==> src/rtl/redma_sched_pkg.sv <==
// Shared types and constants for the write command scheduler.
package redma_sched_pkg;
  localparam int CNT_W = 8;

  typedef enum logic [2:0] {
    IDLE,
    START,
    RUN,
    DRAIN,
    DONE
  } sched_state_t;
endpackage

==> src/rtl/write_cmd_scheduler_rr_arbiter.sv <==
// Round-robin arbiter: searches from the requester after the last grant,
// remembering the winner only when the caller advances.
module rr_arbiter #(
  parameter int NUM_REQ = 4,
  parameter int IDX_W   = $clog2(NUM_REQ)
) (
  input  logic               clk,
  input  logic               rst,
  input  logic [NUM_REQ-1:0] req,
  input  logic               advance,
  output logic [NUM_REQ-1:0] grant,
  output logic [IDX_W-1:0]   grant_idx
);
  logic [IDX_W-1:0] last_q, last_d;
  logic [IDX_W-1:0] idx_v;
  logic             found;
  int               idx;

  always_comb begin
    grant     = '0;
    grant_idx = last_q;
    found     = 1'b0;
    idx       = 0;
    idx_v     = '0;
    for (int k = 1; k <= NUM_REQ; k++) begin
      idx = int'(last_q) + k;
      if (idx >= NUM_REQ) idx = idx - NUM_REQ;
      idx_v = IDX_W'(idx);
      if (!found && req[idx_v]) begin
        found        = 1'b1;
        grant[idx_v] = 1'b1;
        grant_idx    = idx_v;
      end
    end
    last_d = (advance && found) ? grant_idx : last_q;
  end

  // Reset to the top index so requester 0 is searched first.
  always_ff @(posedge clk or posedge rst) begin
    if (rst) last_q <= IDX_W'(NUM_REQ - 1);
    else     last_q <= last_d;
  end
endmodule

==> src/rtl/write_cmd_scheduler.sv <==
// Accepts write commands from several requesters, starts the write engine,
// throttles AW issue against outstanding B responses and signals completion.
module write_cmd_scheduler
  import redma_sched_pkg::*;
#(
  parameter int NUM_REQ             = 4,
  parameter int INTERNAL_ADDR_WIDTH = 32,
  parameter int BTT_WIDTH           = 23,
  parameter int MAX_OUTSTANDING     = 8
) (
  input  logic                                   clk,
  input  logic                                   rst,
  input  logic [NUM_REQ-1:0]                     req_valid,
  output logic [NUM_REQ-1:0]                     req_ready,
  input  logic [NUM_REQ*INTERNAL_ADDR_WIDTH-1:0] req_addr,
  input  logic [NUM_REQ*BTT_WIDTH-1:0]           req_btt,
  output logic [NUM_REQ-1:0]                     done,
  output logic                                   eng_start,
  output logic [INTERNAL_ADDR_WIDTH-1:0]         eng_start_addr,
  output logic [BTT_WIDTH-1:0]                   eng_btt,
  output logic                                   eng_enable,
  input  logic                                   eng_new_transaction,
  input  logic                                   eng_last_transaction,
  input  logic                                   bvalid,
  output logic                                   bready,
  output logic                                   busy
);
  localparam int IDX_W = $clog2(NUM_REQ);
  localparam logic [CNT_W-1:0] MAX_OUT = CNT_W'(MAX_OUTSTANDING);

  sched_state_t               state_q, state_d;
  logic [CNT_W-1:0]           aw_cnt_q, aw_cnt_d, b_cnt_q, b_cnt_d, b_next, diff;
  logic [IDX_W-1:0]           grant_idx_q, grant_idx_d;
  logic [INTERNAL_ADDR_WIDTH-1:0] addr_q, addr_d, addr_sel;
  logic [BTT_WIDTH-1:0]       btt_q, btt_d, btt_sel;
  logic                       armed_q;
  logic                       eng_start_q, eng_start_d, eng_enable_q, eng_enable_d;
  logic                       bready_q, bready_d, busy_q, busy_d;
  logic [NUM_REQ-1:0]         done_q, done_d;
  logic [NUM_REQ-1:0]         arb_grant;
  logic [IDX_W-1:0]           arb_idx;
  logic                       advance, aw_hs, b_hs;

  rr_arbiter #(.NUM_REQ(NUM_REQ), .IDX_W(IDX_W)) u_arb (
    .clk       (clk),
    .rst       (rst),
    .req       (req_valid),
    .advance   (advance),
    .grant     (arb_grant),
    .grant_idx (arb_idx)
  );

  assign addr_sel = req_addr[int'(arb_idx)*INTERNAL_ADDR_WIDTH +: INTERNAL_ADDR_WIDTH];
  assign btt_sel  = req_btt[int'(arb_idx)*BTT_WIDTH +: BTT_WIDTH];

  // armed_q holds off grants in the first cycle after reset release.
  assign advance   = (state_q == IDLE) && armed_q && (|req_valid);
  assign req_ready = advance ? arb_grant : '0;
  assign aw_hs     = eng_new_transaction && (state_q == RUN);
  // A B response with nothing outstanding is stray and not counted.
  assign b_hs      = bvalid && bready_q && (aw_cnt_q != b_cnt_q);
  assign b_next    = b_cnt_q + CNT_W'(b_hs);

  always_comb begin
    state_d     = state_q;
    grant_idx_d = grant_idx_q;
    addr_d      = addr_q;
    btt_d       = btt_q;
    aw_cnt_d    = aw_cnt_q + CNT_W'(aw_hs);
    b_cnt_d     = b_next;
    case (state_q)
      IDLE: if (advance) begin
        grant_idx_d = arb_idx;
        addr_d      = addr_sel;
        btt_d       = btt_sel;
        state_d     = (btt_sel == '0) ? DONE : START;
      end
      START: state_d = RUN;
      RUN:   if (aw_hs && eng_last_transaction) state_d = DRAIN;
      DRAIN: if (b_next == aw_cnt_q) state_d = DONE;
      DONE: begin
        state_d  = IDLE;
        aw_cnt_d = '0;
        b_cnt_d  = '0;
      end
      default: state_d = IDLE;
    endcase

    diff         = aw_cnt_d - b_cnt_d;
    eng_start_d  = (state_d == START);
    bready_d     = (state_d == RUN) || (state_d == DRAIN);
    busy_d       = (state_d != IDLE);
    eng_enable_d = (state_d == RUN) && (diff < MAX_OUT);
    done_d       = '0;
    if (state_d == DONE) done_d[grant_idx_d] = 1'b1;
  end

  always_ff @(posedge clk or posedge rst) begin
    if (rst) begin
      state_q      <= IDLE;
      aw_cnt_q     <= '0;
      b_cnt_q      <= '0;
      grant_idx_q  <= '0;
      addr_q       <= '0;
      btt_q        <= '0;
      armed_q      <= 1'b0;
      eng_start_q  <= 1'b0;
      eng_enable_q <= 1'b0;
      bready_q     <= 1'b0;
      busy_q       <= 1'b0;
      done_q       <= '0;
    end else begin
      state_q      <= state_d;
      aw_cnt_q     <= aw_cnt_d;
      b_cnt_q      <= b_cnt_d;
      grant_idx_q  <= grant_idx_d;
      addr_q       <= addr_d;
      btt_q        <= btt_d;
      armed_q      <= 1'b1;
      eng_start_q  <= eng_start_d;
      eng_enable_q <= eng_enable_d;
      bready_q     <= bready_d;
      busy_q       <= busy_d;
      done_q       <= done_d;
    end
  end

  assign eng_start      = eng_start_q;
  assign eng_start_addr = addr_q;
  assign eng_btt        = btt_q;
  assign eng_enable     = eng_enable_q;
  assign bready         = bready_q;
  assign busy           = busy_q;
  assign done           = done_q;
endmodule

==> config.mk <==
export PLATFORM = sky130hd
export DESIGN_NAME = write_cmd_scheduler
export DESIGN_NICKNAME = d
export VERILOG_FILES = /design/src/rtl/redma_sched_pkg.sv /design/src/rtl/write_cmd_scheduler_rr_arbiter.sv /design/src/rtl/write_cmd_scheduler.sv
export SDC_FILE = /design/constraint.sdc
export NUM_CORES = 1
export LEC_CHECK = 0
export ABC_AREA = 0
export BUFFER_PORTS_ARGS = -buffer_cell sky130_fd_sc_hd__buf_2
export CAP_MARGIN = 0
export CORE_ASPECT_RATIO = 1.5
export CORE_UTILIZATION = 42
export DETAILED_ROUTE_END_ITERATION = 8
export PLACE_DENSITY = 0.87
export SLEW_MARGIN = 40
export SYNTH_ARGS = -nofsm -noshare
export SYNTH_HDL_FRONTEND = slang
export SYNTH_SLANG_ARGS = --single-unit
==> constraint.sdc <==
create_clock -name clk -period 3.8 [get_ports clk]
set_clock_uncertainty 0.2 [all_clocks]
set_input_delay 0.57 -clock clk [delete_from_list [all_inputs] [get_ports clk]]
set_output_delay 0.57 -clock clk [all_outputs]
set_load 0.1 [all_outputs]
==> results of run 1 <==
## layer usage
metal | vias to the layer above | part of all wire, % | global-route usage (%) | wire [microns]
li1 | 2676 | - | - | -
met1 | 2846 | 36 | 34.8 | 7200
met2 | 356 | 53 | 50.3 | 10700
met3 | 59 | 8.1 | 5.67 | 1640
met4 | 4 | 3.3 | 10.6 | 667
met5 | - | 0.10 | 0 | 21
## state kept, by name, indices dropped and copies added, names as in the netlist
signal and cells:
armed_q 1, aw_cnt_q 8, b_cnt_q 8, bready 1
busy 1, done 4, eng_btt 23, eng_enable 1
eng_start 1, eng_start_addr 32, grant_idx_q 2, state_q 3
u_arb.last_q 2
## report_power, final
| part | internal, mW | switching [mW] |
|---|---|---|
| logic | 2.28 | 4.36 |
| clock network | 0.453 | 0.404 |
| registers | 1.33 | 0.226 |
| total | 4.06 | 4.99 |
## layout by cell type (no fill, tap or decap), drive strengths merged, types with 3 or more instances in the layout
master / instances
buf: 333
nand2: 188
dfrtp: 85
mux4: 58
nor2: 24
nor4: 21
xor2: 20
ha: 18
inv: 18
a21oi: 17
nor3: 13
clkbuf: 12
nand3: 9
xnor2: 8
o21ai: 7
nand4: 7
or2: 6
and2: 5
a222oi: 4
nand2b: 3
or3: 3
a211oi: 3
## metrics by stage
stage / total power [mW] / instances / TNS (ns) / util (%)
floorplan: 6.72 / 576 / 0 / -
global placement: 7.84 / 1034 / -0.00722 / 56.8
detailed placement: 7.99 / 1034 / -0.526 / 56.8
CTS: 8.88 / 1050 / 0 / 59.0
global route: 9.53 / 1055 / -0.0148 / 59.7
finish: 9.05 / 1055 / 0 / 59.7
## critical path: stages (launching register included)
cell and delay (ns):
sky130_fd_sc_hd__dfstp_2 0.57, sky130_fd_sc_hd__inv_1 0.06, sky130_fd_sc_hd__ha_1 0.32, sky130_fd_sc_hd__mux4_2 0.33, sky130_fd_sc_hd__inv_2 0.11, sky130_fd_sc_hd__a21oi_4 0.09, sky130_fd_sc_hd__xnor2_4 0.33, sky130_fd_sc_hd__buf_12 0.16
sky130_fd_sc_hd__mux4_2 0.51, sky130_fd_sc_hd__nor4_2 0.39, sky130_fd_sc_hd__a32oi_2 0.25, sky130_fd_sc_hd__nor3_1 0.26
## repair_timing
item	in CTS	in global routing
setup buffers	0	3
setup endpoints to repair	5	9
gates resized for setup	2	11
gates cloned	0	0
pin swaps	0	5
hold endpoints to repair	0	0
## path summary, 6_finish.rpt
check	startpoint	end	slack, ns
max	u_arb.last_q[0]	done[1]	0.10
min	rst	eng_start_addr[9]	0.07
max reg2reg	u_arb.last_q[0]	done[1]	0.10
min reg2reg	eng_btt[14]	eng_btt[14]	0.27
max in group asynchronous	rst	eng_btt[17]	2.42
min in group clk	eng_btt[14]	eng_btt[14]	0.27
## final cells by class
type	count	area, sq um	share of cell area (%)
Inverter	14	55.1	0.688
Clock buffer	9	225	2.81
Tap cell	162	203	2.53
Antenna cell	2	5.00	0.0625
Multi-Input combinational cell	438	3460	43.3
Timing Repair Buffer	336	1820	22.7
Sequential cell	87	2180	27.2
Clock inverter	7	55.1	0.688
## cell families (layout without fill, tap and decap cells)
| family | count (synthesis) | in the layout | share of synthesized area (%) |
|---|---|---|---|
| buffers and inverters | 51 | 366 | 3.78 |
| DFF | 87 | 87 | 37.9 |
| muxes | 60 | 60 | 23.1 |
| other | 1 | 3 | 0.0651 |
| adders and majority gates | 18 | 18 | 3.91 |
| AOI/OAI and AO/OA | 45 | 45 | 5.15 |
| xor gates and xnor gates | 28 | 28 | 4.26 |
| and+or+nand+nor | 286 | 286 | 21.9 |
==> summary by stage, run 1 <==
Run status
The run finished with clean final reports.

Clock network
The TritonCTS buffer count is 9. The clock latency of the later-clocked register in the worst-skew pair is 0.34 ns. The number of buffers on the longest clock path is 2.

The TritonCTS clock tree is yes. The total number of H-tree levels is 3. Clock tree synthesis found a total of 87 sinks. The root buffer cell chosen for the clock tree is sky130_fd_sc_hd__clkbuf_16. Clock-pin slew was measured on the worst setup and hold paths at 0.07 ns.

Buffers inserted to repair hold after CTS numbered 0.

Yosys
By instance count, the leading cell after synthesis is sky130_fd_sc_hd__nand2_1. The cell area that synthesis handed to floorplanning was 5760 sq um. The count of unique library cells instantiated by Yosys is 50. After synthesis, the cell types taking the most area are sky130_fd_sc_hd__dfrtp_1 (37%), sky130_fd_sc_hd__mux4_2 (22%), sky130_fd_sc_hd__nand2_1 (12%), sky130_fd_sc_hd__ha_1 (3.9%), sky130_fd_sc_hd__xor2_1 (3.0%). Synthesis inferred 87 register bits. The most used flip-flop cell after synthesis is sky130_fd_sc_hd__dfrtp_1.

The largest total area in the synthesized netlist belongs to sky130_fd_sc_hd__dfrtp_1. For this run, the register share of the synthesized area comes to 37.9%. By count the netlist is led by sky130_fd_sc_hd__nand2_1 (188), sky130_fd_sc_hd__dfrtp_1 (85), sky130_fd_sc_hd__mux4_2 (57). The number of flops mapped to enable cells by yosys is 0. A synthesized cell averages 9.99 sq um. The warning count from the yosys run is 0.

The async set-or-reset flop fraction in the synthesized netlist is 100%. Synthesis handed over a netlist of 576 instances. The fraction of post-synthesis cell area in the top cell type by area is 36.9%. The net count after synthesis is 823.

Setup path
STA classifies the critical path endpoint as a register. For the worst setup path, the data required time is 3.85 ns. The critical path is of the register to register type.

The largest fanout on the critical path is 5. The length in cells of the worst reg-to-reg path is 11. The category of the worst setup path launch point is a register. Data on the critical path arrives at its endpoint at 3.74 ns.

Global routing
The total overflow left after global routing is 0. The via count of the first global-routing pass is 5938. The first-pass GRT wire length is 31100 microns. The initial antenna violation count is 4. The pin count of the biggest net entering global routing is 57. The global-route usage over all layers is 28.7%.

Routing
The total wirelength of the detailed-routed design is 20300 microns. The detailed-router iteration count before antenna repair is 5. The number of design rule violations left after detail routing is 0. In this run, the number of DRC markers left after iteration 0 of detailed routing was 355.

Dividing the detail-routed wire length by the instance count gives 19.2 microns. The vias after detailed routing is 5941. Once detail routing completed, the nets flagged for antenna violations numbered 0. The average vias per placed instance is 5.63.

STA
The clock period could shrink to 3.70 ns. The final hold violation count was 0. The number of pins with negative max-slew slack in the final report is 0.

Across all setup checks in the final design, the least slack found is 0.102 ns. Measured against its own limit, the worst slew margin works out to 51.8%. The maximum clock frequency is 0.270 GHz.

The number of setup violations in the final report is 0. For the pin with the worst max-slew slack, the measured transition is 0.723 ns. The final period utilization is 97.3%. Across all hold checks on the routed design, the worst slack comes to 0.0709 ns.

Die
The floorplan step set the die width to 97.6 microns. The initialized floorplan defines 52 standard-cell rows. The core region is 13400 sq um.

For this design the top-level I/O count stands at 296. The area of the die is 14200 sq um. The effective utilization at floorplan is 43.0%. Measured along the y axis, the die boundary spans 145 microns.

Layout
The net count of the finished layout is 1133. Relative to the synthesized area, the layout overhead comes to 39.1%. The share of final-layout standard cells stronger than drive strength 1 is 48.9%. The layout has 1133 filler cells.

The summed area of non-filler cells in the final layout is 8010 sq um.

Min path
The worst min-delay path class is input pin to async pin.

Power and ir drop
The leakage power summed over all cells is 4.11 nW. The maximum ir drop on the vdd rail is 764 uV. Power spread over the standard cell area amounts to 1130 nW/um^2.

Place
Prior to clock tree synthesis, the placed netlist has a worst setup slack of -0.157 ns. The total cell area at the placement stage is 7610 sq um. Routability-driven placement finished with a final weighted congestion of 1.01. In this run the tool buffered the top-level ports with 295 buffer cells. Detailed placement finished with a half-perimeter wire length of 16100 microns.

Flow run
The tool flagged a number of max-cap violations equal to 0.
No activity file was read; power rests on OpenSTA's default activity.
==> run 2, diff against run 1 <==
Settings changed: CAP_MARGIN 0 to unset, CORE_UTILIZATION 42 to 36, PLACE_DENSITY 0.87 to 0.77.
==> run 2 against run 1 <==
Against the previous run:
- non-clock buffer count down 11
- critical path depth down 2
- maximum frequency up 1.7%
- combinational power down 1%
- sequential cell count unchanged
- critical endpoint unchanged
- largest cell class unchanged
==> summary by stage, run 2 (same netlist as run 1, synthesis figures left out) <==
Run status
The flow ran to the end, and the final reports show no timing, DRC or antenna violations.

Place
The total cell area at the placement stage is 7580 sq um (-0.41%). The half-perimeter wire length of the detailed placement result is 16300 microns (+1.2%). The routability congestion estimate from global placement is 0.955 (-5.7%). The post-place setup slack came to -0.125 ns (+0.0323 ns). The number of placed instances, taps included was 1064 (+2.9%). The number of buffers added on ports is 295 (unchanged).

Routing
The vias after detailed routing is 5747 (-3.3%). The detailed-router iteration count before antenna repair is 4 (-1). The number of design rule violations left after detail routing was 0 (unchanged). The DRC violation total after the first TritonRoute iteration is 285 (-20%).

The final antenna-violating net count is 0 (unchanged). The average vias per placed instance is 5.31 (-5.8%). The routed wire length per instance is 18.3 microns (-4.9%). The total wirelength of the detailed-routed design is 19800 microns (-2.4%).

Global routing
The initial antenna violation count is 0 (-4). The first-pass GRT wire length is 29900 microns (-3.8%). The via count of the first global-routing pass is 5743 (-3.3%). met2 is the most crowded layer. The met1 track utilization from global routing is 28.5% (-6.3 points). The pin count of the biggest net entering global routing is 58 (+1.8%).

The met2 usage in global routing is 42.1% (-8.3 points). The global-route met3 utilization was 4.83% (-0.84 points). The sum of overflow across all layers after global routing is 0 (unchanged).

The global-route usage over all layers is 23.9% (-4.8 points).

Power and ir drop
The relative contribution of sequential cells to total power was 17.5% (+0.3 points). The total power is 9.13 mW (+0.82%). The power per cell area is 1140 nW/um^2 (+0.60%).

The switching share of power is 54.3% (-0.78 points). The power share of the combinational group is 71.8% (-1.6 points). The switching component of the power is 4.96 mW (-0.60%).

The clock network fraction of total power is 10.7% (+1.2 points). The leakage power summed over all cells is 4.05 nW (-1.5%). The maximum ir drop on the vdd rail is 669 uV (-13%).

The internal power consumption is 4.17 mW (+2.6%).

Layout
Leaving out fill and tap cells, the most frequent cells in the layout are sky130_fd_sc_hd__buf_2 (291), sky130_fd_sc_hd__nand2_1 (188), sky130_fd_sc_hd__dfrtp_1 (82), sky130_fd_sc_hd__mux4_2 (57), sky130_fd_sc_hd__buf_4 (29). The net count of the finished layout is 1122 (-0.97%). The summed area of non-filler cells in the final layout is 8020 sq um (+0.22%). The flip-flop count of the largest register, all copies and words added is 32 (unchanged). The most common cell after layout, fill and taps aside is sky130_fd_sc_hd__buf_2. The share of final-layout standard cells stronger than drive strength 1 was 48.9% (-0.070 points). The post-layout instance count excluding filler cells is 1083 (+2.7%). The count of inserted antenna diode cells was 0 (-2). Relative to the synthesized area, the layout overhead comes to 39.4%. The core utilization of the finished layout is 51.3% (-8.4 points).

STA
The minimum clock period is 3.64 ns (-0.0613 ns). The worst hold slack across all endpoints is 0.0628 ns (-0.00808 ns). The number of pins with negative max-slew slack in the final report is 0 (unchanged). The maximum clock frequency is 0.275 GHz (+1.7%).

The final hold violation count is 0 (unchanged). The number of setup violations in the final report is 0 (unchanged). The final period utilization came to 95.7% (-1.6 points).

The worst-case setup margin in the final layout is 0.164 ns (+0.0613 ns). The slew at the pin closest to its max-slew limit was 0.800 ns (+0.0770 ns). The total negative setup slack is 0 ns (unchanged). The worst-case headroom to the max-slew limit came to 46.7% (-5.1 points). Setup repair after global routing could not meet its margin everywhere.

Die
The number of placement rows is 56 (+7.7%). The die extent in x is 105 microns (+7.8%). The number of I/O pins was 296 (unchanged). The die height was 157 microns (+7.9%). The effective utilization at floorplan is 36.8% (-6.1 points). The area of the placeable core is 15600 sq um (+17%). The area of the die is 16500 sq um (+16%).

Clock network
TritonCTS built the clock tree. The CTS sink count was 87 (unchanged). The post-cts hold buffer count was 0 (unchanged). The TritonCTS buffer count came to 9 (unchanged). The root cell of the clock tree is sky130_fd_sc_hd__clkbuf_16. The clock-pin transition on the worst setup and hold timing paths was 0.07 ns (about the same). The number of buffers on the longest clock path is 2 (unchanged).

The clock latency of the later-clocked register in the worst-skew pair came to 0.34 ns (about the same). The total number of H-tree levels is 3 (unchanged).

Setup path
The category of the worst setup path launch point is a register. Walking the worst path, the cells encountered are buf_4 -> mux4_2 -> a21oi_4 -> xnor2_4 -> buf_4 -> mux4_1 -> nor4_2 -> a32oi_1 -> nor3_1. The largest stage delay on the critical path came to 0.59 ns (+0.02 ns).

By startpoint and endpoint, the worst setup path is classified as register to register. The arrival time at the worst endpoint is 3.68 ns (-0.06 ns). The slowest stage cell on the critical path is sky130_fd_sc_hd__mux4_2. The largest fanout on the critical path is 12 (+7). The data required time of the critical path is 3.85 ns (about the same). The most used cell along the critical path is sky130_fd_sc_hd__buf_4. The worst setup path is captured at a register.

Flow run
The number of maximum-capacitance violations came to 0 (unchanged).

Min path
The worst min-delay path class is input pin to async pin.
==> run 2: changes by cell type in the layout (fill, tap and decap cells not counted), sizes merged <==
| cell | previous run | this run |
|---|---|---|
| buf | 333 | 322 |
| bufinv | 0 | 2 |
| clkinv | 2 | 1 |
| inv | 18 | 16 |
| diode | 2 | 0 |
| clkinvlp | 1 | 2 |
==> run 2: worst paths after layout <==
check,start,end,slack (ns),cells past startpoint
max,u_arb.last_q[0],done[1],0.16,9
min,rst,eng_start_addr[9],0.06,2
max reg2reg,u_arb.last_q[0],done[1],0.16,9
min reg2reg,eng_start_addr[21],eng_start_addr[21],0.27,2
max in group asynchronous,rst,u_arb.last_q[0],2.59,3
min in group clk,eng_start_addr[21],eng_start_addr[21],0.27,2
==> run 2: what timing repair did <==
| item | 4_1_cts | 5_1_grt |
|---|---|---|
| gates resized for setup | 2 | 16 |
| setup buffers | 0 | 3 |
| endpoints found under the setup margin | 6 | 9 |
| pin swaps | 0 | 3 |
==> run 2: cell type report <==
class	count	area, sq um
fill	1442	7600
multi-input combinational	438	3470
sequential	87	2180
timing repair buffer	325	1740
tap	203	254
clock buffer	9	225
clock inverter	7	101
inverter	14	53.8
==> run 2: worst max-delay path: cells and delay by family (launching register included) <==
family,cells,cell delay (ns)
simple gates,2,0.58
mux,2,1.18
flops,1,0.56
xor+xnor,1,0.16
buf+inv,2,0.41
compound gates,2,0.45
==> run 2: layer usage <==
metal / up-vias / wire (microns)
met5: - / 0
met1: 2812 / 7580
met2: 248 / 10500
met3: 30 / 1210
li1: 2657 / -
met4: 0 / 484
==> run 2: power by group through the flow <==
stage                     combinational (mW)  clock, mW  sequential (mW)
after floorplan                         2.94          0             3.77
after global routing                    6.93       1.03             1.64
final                                   6.55      0.978             1.60
after CTS                               6.40      0.996             1.60
after global placement                  6.28          0             1.60
after detailed placement                6.38          0             1.60
